===== src/rtl/joypad_cfg_uart_tx.sv =====
// UART 8N1 transmitter feeding the gamepad's serial config input. Queues joypad config bytes
// and generic host bytes in a small FIFO so consecutive frames leave back to back.
module joypad_cfg_uart_tx #(
  parameter int unsigned CLK_HZ     = 24000000,
  parameter int unsigned BAUD       = 115200,
  parameter int unsigned FIFO_DEPTH = 4
) (
  input  logic                          clk24_i,
  input  logic                          rst_i,
  input  logic [7:0]                    cfg_data_i,
  input  logic                          cfg_upd_i,
  input  logic [7:0]                    tx_data_i,
  input  logic                          tx_valid_i,
  output logic                          tx_ready_o,
  output logic                          uart_tx_o,
  output logic                          busy_o,
  output logic [$clog2(FIFO_DEPTH):0]   fifo_level_o,
  output logic                          overflow_o
);

  localparam int unsigned DIV = (CLK_HZ + BAUD / 2) / BAUD;
  localparam int unsigned CW  = $clog2(DIV);
  localparam int unsigned AW  = $clog2(FIFO_DEPTH);
  localparam int unsigned LW  = AW + 1;

  localparam logic [CW-1:0] CntLast   = CW'(DIV - 1);
  localparam logic [LW-1:0] LevelFull = LW'(FIFO_DEPTH);

  typedef enum logic [1:0] {StIdle, StStart, StData, StStop} state_e;

  state_e        state_q;
  logic [CW-1:0] baud_q;
  logic [2:0]    bit_q;
  logic [7:0]    shift_q;
  logic          tx_q;

  logic [7:0]    mem_q [FIFO_DEPTH];
  logic [AW-1:0] wr_ptr_q;
  logic [AW-1:0] rd_ptr_q;
  logic [LW-1:0] level_q;
  logic          overflow_q;

  logic       fifo_empty;
  logic       fifo_full;
  logic       baud_last;
  logic       pop;
  logic       can_push;
  logic       push;
  logic [7:0] push_data;
  logic [7:0] head;

  always_comb begin
    fifo_empty = (level_q == '0);
    fifo_full  = (level_q == LevelFull);
    baud_last  = (baud_q == CntLast);
    // The FSM takes the head byte either from idle or on the last stop-bit cycle.
    pop        = !fifo_empty && ((state_q == StIdle) || ((state_q == StStop) && baud_last));
    // A pop on this edge frees a slot, so a full FIFO can still accept.
    can_push   = !fifo_full || pop;
    tx_ready_o = can_push && !cfg_upd_i;
    push       = can_push && (cfg_upd_i || tx_valid_i);
    push_data  = cfg_upd_i ? cfg_data_i : tx_data_i;
    head       = mem_q[rd_ptr_q];
  end

  always_ff @(posedge clk24_i) begin
    if (push) begin
      mem_q[wr_ptr_q] <= push_data;
    end
  end

  always_ff @(posedge clk24_i) begin
    if (rst_i) begin
      wr_ptr_q   <= '0;
      rd_ptr_q   <= '0;
      level_q    <= '0;
      overflow_q <= 1'b0;
    end else begin
      if (push) begin
        wr_ptr_q <= wr_ptr_q + 1'b1;
      end
      if (pop) begin
        rd_ptr_q <= rd_ptr_q + 1'b1;
      end
      if (push && !pop) begin
        level_q <= level_q + 1'b1;
      end else if (pop && !push) begin
        level_q <= level_q - 1'b1;
      end
      if (cfg_upd_i && !can_push) begin
        overflow_q <= 1'b1;
      end
    end
  end

  always_ff @(posedge clk24_i) begin
    if (rst_i) begin
      state_q <= StIdle;
      baud_q  <= '0;
      bit_q   <= '0;
      shift_q <= '0;
      tx_q    <= 1'b1;
    end else begin
      unique case (state_q)
        StIdle: begin
          if (pop) begin
            shift_q <= head;
            tx_q    <= 1'b0;
            baud_q  <= '0;
            state_q <= StStart;
          end
        end
        StStart: begin
          if (baud_last) begin
            baud_q  <= '0;
            bit_q   <= '0;
            tx_q    <= shift_q[0];
            shift_q <= {1'b0, shift_q[7:1]};
            state_q <= StData;
          end else begin
            baud_q <= baud_q + 1'b1;
          end
        end
        StData: begin
          if (baud_last) begin
            baud_q <= '0;
            if (bit_q == 3'd7) begin
              tx_q    <= 1'b1;
              state_q <= StStop;
            end else begin
              bit_q   <= bit_q + 1'b1;
              tx_q    <= shift_q[0];
              shift_q <= {1'b0, shift_q[7:1]};
            end
          end else begin
            baud_q <= baud_q + 1'b1;
          end
        end
        StStop: begin
          if (baud_last) begin
            baud_q <= '0;
            // Chain straight into the next start bit when more bytes are waiting.
            if (pop) begin
              shift_q <= head;
              tx_q    <= 1'b0;
              state_q <= StStart;
            end else begin
              state_q <= StIdle;
            end
          end else begin
            baud_q <= baud_q + 1'b1;
          end
        end
        default: state_q <= StIdle;
      endcase
    end
  end

  assign uart_tx_o    = tx_q;
  assign busy_o       = (state_q != StIdle) || !fifo_empty;
  assign fifo_level_o = level_q;
  assign overflow_o   = overflow_q;

endmodule

===== config.mk =====
export PLATFORM = sky130hd
export DESIGN_NAME = joypad_cfg_uart_tx
export DESIGN_NICKNAME = d
export VERILOG_FILES = /design/src/rtl/joypad_cfg_uart_tx.sv
export SDC_FILE = /design/constraint.sdc
export NUM_CORES = 1
export LEC_CHECK = 0
export BUFFER_PORTS_ARGS = -buffer_cell sky130_fd_sc_hd__buf_2
export CAP_MARGIN = 20
export CORE_ASPECT_RATIO = 0.9
export CORE_MARGIN = 2
export CORE_UTILIZATION = 30
export DETAILED_ROUTE_END_ITERATION = 12
export GPL_TIMING_DRIVEN = 0
export PLACE_DENSITY = 0.43
export SLEW_MARGIN = 20
export SYNTH_ARGS = -nofsm -noshare
export SYNTH_HDL_FRONTEND = slang
export SYNTH_SLANG_ARGS = --single-unit

===== constraint.sdc =====
create_clock -name clk24_i -period 3.2 [get_ports clk24_i]
set_clock_uncertainty 0.2 [all_clocks]
set_input_delay 0.64 -clock clk24_i [delete_from_list [all_inputs] [get_ports clk24_i]]
set_output_delay 0.64 -clock clk24_i [all_outputs]
set_load 0.03 [all_outputs]

==> impl_metrics.tcl <==
set metrics [dict create \
    status "finished, final reports clean" \
    port_buffers 25 \
    cts_tree "done" \
    p_comb_share_pct 34.6 \
    seq_area_frac_synth_pct 52.5 \
    synth_nets 285 \
    clkSinkCount 64 \
    cp_max_fo 6 \
    placedCellCount 402 \
    rsz0062_at_grt "no" \
    core_sq_mm 0.00978 \
    vias 2031 \
    wl_per_cell_microns 15.0 \
    firstDrtPassIters 4 \
    hpwl_microns 4280 \
    antenna_found_initial 0 \
    final_cell_count_no_fill 421 \
    p_clk_share_pct 31.8 \
    clk_pin_slew_ns 0.06 \
    numCtsBuffers 9 \
    hp-class "reg2reg" \
    place_congestion 0.702 \
    p_int_mw 2.20 \
    drv_cap 0 \
    ios 27 \
    die_x_microns 110 \
    start_util_pct 31.2 \
    routed_wl_microns 6330 \
    fmax_ghz 0.339 \
    synth-seq-cells 64 \
    postSynthCellCount 251 \
    switching_share_pct 34.4 \
    ys_warn_count 0 \
    irDropWorstVdd_v 0.000264 \
    synth_cell_type_count 48 \
    nNetsFinal 324 \
    crit_top_cell "ha_1" \
    endpoint_kind "flip-flop" \
    die_area_sq_mm 0.0110 \
    cp.arrival_ns 3.01 \
    cpMaxStageDelayCell "fa_1" \
    synth.avg_cell_area_sq_um 12.2 \
    netlist_area_sq_mm 0.00305 \
    drive_gt1_share_pct 26.8 \
    synth_top_area_cell "edfxtp_1" \
    crit_chain "ha_1 > and4b_1 > buf_6 > a31oi_4 > or2_4 > ha_1 > inv_1 > fa_1 > xor2_1 > or3_1 > a21oi_1" \
    htreeDepth 3 \
    p_switching_mw 1.15 \
    crit_type "reg2reg" \
    diodes 0 \
    final_core_util_pct 37.8 \
    cp.required_ns 3.26 \
    viasPerCell 4.82 \
    grt_pass1_vias 1943 \
    p_leak_nw 1.39 \
    max-clock-path-buffers 2 \
    root_buffer "clkbuf_16" \
    drt_iter0_drc 65 \
    drc_errors 0 \
    setup_viol 0 \
    clock_latency_ns 0.33 \
    synthTopCellsByArea "edfxtp_1 (31%), dfxtp_1 (21%), mux4_2 (5.9%)" \
    rows 34 \
    hold_violations 0 \
    area_growth_pct 21.1 \
    setup_tns_ns 0 \
    die_h_microns 99.7 \
    min_period_ns 2.95 \
    detail-route-antenna-nets 0 \
    critPathMaxStageDelay_ns 0.37 \
    grt_max_degree 14 \
    relSlewSlack_pct 55.9 \
    synth_top_area_share_pct 31.5 \
    worst_pin_slew_ns 0.657 \
    r2r_slack_ns 0.25 \
    grt_pass1_wl_microns 10200 \
    critPathLaunchType "flip-flop" \
    grt_use_total_pct 12.6 \
    fin_crit_sh_pct 92.1 \
    seqPwrFrac_pct 33.7 \
    finalMaxSlewViolations 0 \
    powerDensity_mw_per_mm2 907 \
    overflow 0 \
    hold_ws_ns 0.276 \
]
## synth_stat cells (all sizes together)
cell,n
fa,1
nand4,2
nor3,5
o21ai,11
a221oi,1
or2,1
a21oi,20
a21o,2
mux2,9
a41oi,3
mux4,8
xor2,2
mux2i,10
nand2,10
buf,7
and4b,1
edfxtp,32
and2,5
ha,13
a31oi,6
o311a,1
a22oi,1
a211oi,8
nor3b,1
nor2,16
nand2b,2
nor4b,2
dfxtp,32
and3b,2
o32ai,1
nand3,4
and3,2
inv,12
clkbuf,8
or3,2
o31ai,1
or4,2
a311oi,5
## logic make-up (layout without fill, tap and decap cells)
kind of cell             after synthesis  count (layout)  synth area share (%)
flip-flops                            64              64                  52.5
AO/OA/AOI/OAI                         60              60                  14.2
AND/OR/NAND/NOR                       57              57                  10.2
multiplexers                          27              27                  12.5
buffers and inverters                 27              71                  4.14
adder cells (fa/ha/maj)               14              14                  5.98
XOR/XNOR                               2               2                 0.574
## what timing repair did
action | 4_1_cts | 5_1_grt
hold buffers | 0 | 0
buffers inserted | 0 | 3
resized for setup | 0 | 2
setup endpoints to repair | 0 | 2
## through the flow
step           total power [mW]  cell area, sq um  setup slack [ns]
2_1_floorplan              2.00              3050             0.450
3_3_place_gp               2.28              3340             0.168
3_5_place_dp               2.28              3340             0.162
4_1_cts                    3.36              3660             0.156
5_1_grt                    3.59              3700           0.00785
6_report                   3.35              3700             0.254
## registers in the layout (all words and copies together), names as in the netlist, named ones only
signal	flops
mem_q	32
baud_q	8
shift_q	8
bit_q	3
fifo_level_o	3
rd_ptr_q	2
state_q	2
wr_ptr_q	2
overflow_o	1
uart_tx_o	1
## worst paths after layout
kind,from,to,depth (start not counted)
setup / recovery,baud_q[0],fifo_level_o[2],11
hold / removal,shift_q[7],shift_q[7],2
setup reg to reg,baud_q[0],fifo_level_o[2],11
hold reg to reg,shift_q[7],shift_q[7],2
## critical path: cells and delay by family, from the launching register on
family / cells / cell delay [ns]
XOR/XNOR: 1 / 0.16
flip-flops: 1 / 0.36
AO/OA/AOI/OAI: 2 / 0.45
adder cells (fa/ha/maj): 3 / 0.82
AND/OR/NAND/NOR: 3 / 0.71
buffers and inverters: 2 / 0.19
## metal layers
layer | track usage (%) | vias to the layer above | wire length (microns)
li1 | - | 1027 | -
met1 | 18.2 | 960 | 3260
met2 | 17.5 | 36 | 2740
met3 | 3.54 | 8 | 228
met4 | 5.19 | 0 | 96
met5 | 0 | - | 0
## cell type report
class                   count  area (sq um)
inverters                  12          45.0
fillers                   987          6090
flip-flops and latches     64          1600
multi-input cells         160          1340
plain buffers              15          81.3
repair buffers             28           148
clock inverters             7           103
clock buffers               9           225
well taps                 126           158
## cells in the final DEF, fill, tap and decap left out, types with 3 or more instances in the layout
cell type,synthesis,routed
a211oi_1,8,8
and2_1,5,5
buf_2,4,29
nand3_1,4,4
nand2_1,10,10
mux4_2,8,8
inv_1,11,11
nor2_1,16,16
nor3_1,4,4
mux2_2,9,9
o21ai_0,11,11
clkbuf_16,0,9
dfxtp_1,32,32
a311oi_1,5,5
clkbuf_1,7,7
a31oi_1,4,4
ha_1,13,13
buf_4,1,4
edfxtp_1,32,32
mux2i_1,10,10
a21oi_1,19,19
a41oi_1,3,3
## power groups by stage
stage          combinational (mW)  clock (mW)  sequential, mW
2_1_floorplan               0.840           0            1.16
3_3_place_gp                 1.14           0            1.14
3_5_place_dp                 1.14           0            1.14
4_1_cts                      1.14        1.10            1.13
5_1_grt                      1.30        1.14            1.15
6_report                     1.16        1.07            1.13
Power figures use the tool's default switching activity.
